`config.mk`:
```
export PLATFORM = sky130hd
export DESIGN_NAME = lakespec_cfg_sequencer
export DESIGN_NICKNAME = d
export VERILOG_FILES = /design/src/rtl/lakespec_cfg_sequencer.sv
export SDC_FILE = /design/constraint.sdc
export NUM_CORES = 2
export LEC_CHECK = 0
export BUFFER_PORTS_ARGS = -buffer_cell sky130_fd_sc_hd__buf_2
export CORE_ASPECT_RATIO = 1.25
export CORE_UTILIZATION = 56
export DETAILED_ROUTE_END_ITERATION = 8
export GPL_TIMING_DRIVEN = 0
export PLACE_DENSITY = 0.78
export SLEW_MARGIN = 40
export SYNTH_ARGS = -nofsm -noshare
export SYNTH_HDL_FRONTEND = slang
export SYNTH_SLANG_ARGS = --single-unit
export TNS_END_PERCENT = 100
```
`constraint.sdc`:
```
create_clock -name clk -period 57.3 [get_ports clk]
set_input_delay 8.595 -clock clk [delete_from_list [all_inputs] [get_ports clk]]
set_output_delay 8.595 -clock clk [all_outputs]
set_load 0.02 [all_outputs]
```
`src/rtl/lakespec_cfg_sequencer.sv`:
```
// Config-word assembler and flush/run sequencer for the lakespec static memory tile.
// Shadow words are committed atomically to cfg_out on start, then flush and run phases are timed.
module lakespec_cfg_sequencer #(
   parameter int unsigned CONFIG_WIDTH = 550,
   parameter int unsigned WORD_WIDTH   = 32,
   parameter int unsigned FLUSH_CYCLES = 4,
   parameter int unsigned COUNT_WIDTH  = 64
) (
   input  logic                    clk,
   input  logic                    rst,
   input  logic [31:0]             config_addr,
   input  logic [WORD_WIDTH-1:0]   config_data,
   input  logic                    config_write,
   input  logic                    config_read,
   output logic [WORD_WIDTH-1:0]   config_rd_data,
   input  logic                    start,
   input  logic                    abort,
   input  logic [31:0]             run_cycles,
   output logic [CONFIG_WIDTH-1:0] cfg_out,
   output logic                    flush,
   output logic                    run,
   output logic                    busy,
   output logic                    done,
   output logic [COUNT_WIDTH-1:0]  cycle_count,
   output logic                    err
);

   localparam int unsigned NUM_WORDS = (CONFIG_WIDTH + WORD_WIDTH - 1) / WORD_WIDTH;
   localparam int unsigned ADDR_W    = $clog2(NUM_WORDS);
   localparam int unsigned LAST_BITS = CONFIG_WIDTH - (NUM_WORDS - 1) * WORD_WIDTH;
   localparam logic [WORD_WIDTH-1:0] LAST_MASK = {WORD_WIDTH{1'b1}} >> (WORD_WIDTH - LAST_BITS);

   typedef enum logic [1:0] {S_IDLE, S_FLUSH, S_RUN, S_DONE} state_t;

   state_t                  state, state_nxt;
   logic [WORD_WIDTH-1:0]   shadow [NUM_WORDS];
   logic [CONFIG_WIDTH-1:0] shadow_cfg;
   logic [31:0]             run_len;
   logic [7:0]              flush_cnt;
   logic [ADDR_W-1:0]       addr_idx;
   logic                    addr_ok;
   logic                    in_seq;
   logic                    wr_en;
   logic                    commit;
   logic                    err_set;

   assign addr_ok  = config_addr < 32'(NUM_WORDS);
   assign addr_idx = config_addr[ADDR_W-1:0];
   assign in_seq   = (state == S_FLUSH) || (state == S_RUN);

   // Flatten shadow words into the config word; last word contributes only its live bits
   always_comb begin
      shadow_cfg = '0;
      for (int k = 0; k < int'(NUM_WORDS) - 1; k++)
         shadow_cfg[k*WORD_WIDTH +: WORD_WIDTH] = shadow[k];
      shadow_cfg[CONFIG_WIDTH-1 -: LAST_BITS] = shadow[NUM_WORDS-1][LAST_BITS-1:0];
   end

   // Next state; abort overrides start and writes
   always_comb begin
      state_nxt = state;
      wr_en     = 1'b0;
      commit    = 1'b0;
      err_set   = 1'b0;
      if (config_read && !addr_ok)
         err_set = 1'b1;
      if (abort) begin
         state_nxt = S_IDLE;
      end else begin
         if (config_write) begin
            if (in_seq || !addr_ok) begin
               err_set = 1'b1;
            end else begin
               wr_en = 1'b1;
               if (state == S_DONE)
                  state_nxt = S_IDLE;
            end
         end
         if (start) begin
            if (in_seq) begin
               err_set = 1'b1;
            end else begin
               commit    = 1'b1;
               state_nxt = S_FLUSH;
            end
         end
         case (state)
            S_FLUSH: if (flush_cnt == 8'(FLUSH_CYCLES - 1))
                        state_nxt = (run_len != 32'd0) ? S_RUN : S_DONE;
            S_RUN:   if ((cycle_count + COUNT_WIDTH'(1)) >= COUNT_WIDTH'(run_len))
                        state_nxt = S_DONE;
            default: ;
         endcase
      end
   end

   always_ff @(posedge clk or posedge rst) begin
      if (rst) state <= S_IDLE;
      else     state <= state_nxt;
   end

   // Datapath and registered phase outputs
   always_ff @(posedge clk or posedge rst) begin
      if (rst) begin
         for (int k = 0; k < int'(NUM_WORDS); k++)
            shadow[k] <= '0;
         cfg_out        <= '0;
         config_rd_data <= '0;
         run_len        <= '0;
         flush_cnt      <= '0;
         cycle_count    <= '0;
         err            <= 1'b0;
         flush          <= 1'b0;
         run            <= 1'b0;
         busy           <= 1'b0;
         done           <= 1'b0;
      end else begin
         flush <= (state_nxt == S_FLUSH);
         run   <= (state_nxt == S_RUN);
         busy  <= (state_nxt == S_FLUSH) || (state_nxt == S_RUN);
         done  <= (state_nxt == S_DONE);
         if (err_set)
            err <= 1'b1;
         if (config_read)
            config_rd_data <= addr_ok ? shadow[addr_idx] : '0;
         if (wr_en)
            shadow[addr_idx] <= (addr_idx == ADDR_W'(NUM_WORDS - 1)) ? (config_data & LAST_MASK)
                                                                     : config_data;
         if (commit) begin
            cfg_out     <= shadow_cfg;
            run_len     <= run_cycles;
            flush_cnt   <= '0;
            cycle_count <= '0;
         end else begin
            if (state == S_FLUSH)
               flush_cnt <= flush_cnt + 8'd1;
            // A RUN cycle still counts when it is the one cut short by abort
            if (state == S_RUN && cycle_count != {COUNT_WIDTH{1'b1}})
               cycle_count <= cycle_count + COUNT_WIDTH'(1);
         end
      end
   end

endmodule

```
==> results.sh <==
export IMPL_core_um2=94600
export IMPL_port_buffer_count=749
export IMPL_ys_dominant_reg_cell="sky130_fd_sc_hd__dfrtp_1"
export IMPL_n_fill_cell=7421
export IMPL_synth_largest_area_cell="sky130_fd_sc_hd__dfrtp_1"
export IMPL_final_net_count=6407
export IMPL_pwr_dens_nw_per_um2=28.9
export IMPL_post_cts_repair_setup_buffers=0
export IMPL_hold_slack_ns=0.469
export IMPL_min_to="cfg_out[505]$_DFFE_PP0P_"
export IMPL_tritoncts="yes"
export IMPL_run_status="completed"
export IMPL_layout_drive_gt1_share=0.203
export IMPL_synth_avg_cell_area_um2=9.97
export IMPL_post_dp_cell_area_um2=59500
export IMPL_worst_slew_pin_transition_ns=0.956
export IMPL_critical_path_required_ns=57.88
export IMPL_vias=45600
export IMPL_period_share=0.210
export IMPL_synth_ff_latch_count=1269
export IMPL_synthesis_nets=5517
export IMPL_synth_top_cells_by_area="sky130_fd_sc_hd__dfrtp_1 59%, sky130_fd_sc_hd__nand2_1 16%, sky130_fd_sc_hd__mux4_2 6.7%"
export IMPL_ys_async_sr_fraction=1.00
export IMPL_ir_worst_vdd_v=0.0000231
export IMPL_groute_usage_overall=0.419
export IMPL_final_design_utilization=0.670
export IMPL_drt_antenna_violating_nets=0
export IMPL_slew_violations=0
export IMPL_critPathLaunchType="primary input"
export IMPL_grt_antenna_before_repair=8
export IMPL_clock_path_buffers=3
export IMPL_wirelength_um=203000
export IMPL_hold_buffers=0
export IMPL_fin_worst_skew_ns=0.0267
export IMPL_critPathArrivalTime_ns=12.59
export IMPL_dp_hpwl_um=155000
export IMPL_hold_path_startpoint="cfg_out[505]$_DFFE_PP0P_"
export IMPL_register_to_register_setup_slack_ns=51.45
export IMPL_drcViolationCount=0
export IMPL_rows=126
export IMPL_synth_lib_cells_used_distinct=58
export IMPL_rsz_0062_raised_after_global_routing="false"
export IMPL_drtIter0Drc=4995
export IMPL_crit_path_max_fanout=10
export IMPL_insertion_delay_ns=0.73
export IMPL_vias_in_the_first_global_route=45000
export IMPL_die_width_um=279
export IMPL_holdCritPathClass="flip-flop to flip-flop"
export IMPL_total_die_area_um2=97000
export IMPL_start_util=0.567
export IMPL_detail_route_first_pass_iterations=8
export IMPL_min_period_ns=12.01
export IMPL_routed_wire_length_per_instance_um=26.7
export IMPL_grt_start_max_net_pins=84
export IMPL_final_design_area_no_fill_um2=63400
export IMPL_synth_seq_area_share=0.592
export IMPL_cts_num_sinks=1269
export IMPL_timing_max_slew_rel_slack=0.363
export IMPL_r2r_start="cycle_count[0]$_DFFE_PP0P_"
export IMPL_die_height_um=348
export IMPL_worstRegToRegCells=17
export IMPL_synthDominantCellAreaShare=0.592
export IMPL_flow_area_growth_from_synthesis_pct=18.2
export IMPL_viasPerCell=6.02
export IMPL_syn_cell_area_um2=53600
export IMPL_drv_cap=0
export IMPL_critPathCaptureType="flip-flop"
export IMPL_post_synth_edffs=0
export IMPL_cts_resized_gates=0
export IMPL_cts_root_buf="sky130_fd_sc_hd__clkbuf_16"
export IMPL_yosys_warnings=0
export IMPL_crit_type="primary input to flip-flop"
export IMPL_synthCells=5376
export IMPL_clock_slew_at_reported_path_ffs_ns=0.06
export IMPL_max_freq_ghz=0.0833
export IMPL_r2r_end="done$_DFF_PP0_"
export IMPL_leakage_nw=33.8
export IMPL_finalSetupViolations=0
export IMPL_finalHoldViolations=0
export IMPL_overflow=0
export IMPL_worst_hold_path_num_cells=2
export IMPL_pin_count=753
export IMPL_tritoncts_num_buffers=120
export IMPL_fin_setup_tns_ns=0
export IMPL_total_number_of_h_tree_levels=3
export IMPL_grt_first_pass_wirelength_um=295000
export IMPL_globalplace_congestion=0.990
power by group:
| part | leakage, nW | total [mW] | internal (mW) | switching [mW] |
|---|---|---|---|---|
| combinational | 14.3 | 0.117 | 0.0262 | 0.0906 |
| clock | 1.91 | 0.807 | 0.449 | 0.358 |
| sequential | 17.6 | 0.910 | 0.904 | 0.00607 |
| total | 33.8 | 1.83 | 1.38 | 0.455 |
worst max path at each step:
stage | start | to | cells after the start
floorplan | rst | busy$_DFF_PP0_ | 1
global placement | rst | cfg_out[452]$_DFFE_PP0P_ | 2
detailed placement | config_addr[1] | shadow[231]$_DFFE_PP0P_ | 10
CTS | config_addr[1] | shadow[231]$_DFFE_PP0P_ | 10
global route | config_addr[1] | shadow[231]$_DFFE_PP0P_ | 10
finish | config_addr[1] | shadow[231]$_DFFE_PP0P_ | 10
metal layers:
layer	GRT usage	vias to the layer above	share of wire	wire length (µm)
li1	-	19400	-	-
met1	0.502	22700	0.35	70000
met2	0.646	2718	0.46	92500
met3	0.106	677	0.10	20500
met4	0.336	8	0.096	19500
met5	0	-	0.00024	48
cells by family after synthesis:
logic type | share of synthesized area
simple gates | 0.196
fa+ha+maj | 0.00910
mux | 0.0964
buf+inv | 0.0286
flops | 0.592
compound gates | 0.0607
xor+xnor | 0.0167
cell type report:
class                      count  area, µm²  share of cell area
antenna                        4       10.0            0.000158
buffer                       358       1400              0.0221
sequential                  1269      31800               0.501
timing repair buffer         768       4270              0.0674
clock inverter                45        527             0.00831
inverter                      45        176             0.00278
multi-input combinational   3704      20400               0.321
tap                         1216       1520              0.0240
clock buffer                 164       3360              0.0530
layout by cell type, fill, tap and decap left out, drive strengths merged, types with 45 or more instances in the layout:
cell type,instances
nand2,2220
o21ai,491
clkbuf,493
buf,797
nor2,168
mux2,108
xnor2,50
inv,47
xor2,52
nand4,45
dfrtp,1269
mux4,160
a21oi,85
through the flow:
stage	cells	total power, mW	setup WS [ns]
after floorplan	5376	0.992	12.94
after global placement	7341	1.04	0.119
after detailed placement	7360	1.04	44.71
after CTS	7569	1.83	45.46
after global routing	7569	1.88	45.12
final	7573	1.83	45.29
worst max-delay path, cell delays in order:
cell	delay [ns]
sky130_fd_sc_hd__buf_2	0.10
sky130_fd_sc_hd__clkbuf_1	0.63
sky130_fd_sc_hd__clkbuf_1	0.70
sky130_fd_sc_hd__clkbuf_1	0.67
sky130_fd_sc_hd__nor2b_1	0.53
sky130_fd_sc_hd__nand2_1	0.31
sky130_fd_sc_hd__clkbuf_1	0.39
sky130_fd_sc_hd__clkbuf_1	0.40
sky130_fd_sc_hd__nand2_1	0.14
sky130_fd_sc_hd__o21ai_0	0.10
synthesized netlist by cell type (all sizes together) (17+ instances only):
| cell | instances |
|---|---|
| a21oi | 85 |
| and2 | 32 |
| buf | 34 |
| clkbuf | 324 |
| dfrtp | 1269 |
| ha | 39 |
| inv | 45 |
| mux2 | 108 |
| mux2i | 35 |
| mux4 | 160 |
| nand2 | 2220 |
| nand3 | 44 |
| nand4 | 45 |
| nor2 | 168 |
| nor3 | 37 |
| nor4 | 26 |
| o21ai | 491 |
| or3 | 17 |
| xnor2 | 50 |
| xor2 | 52 |
state kept, by name, summed over array words and instances, names as in the netlist:
register / count
shadow: 576
cfg_out: 550
cycle_count: 64
config_rd_data: 32
run_len: 32
flush_cnt: 8
state: 2
busy: 1
done: 1
err: 1
flush: 1
run: 1
No activity file was read; power rests on OpenSTA's default activity.
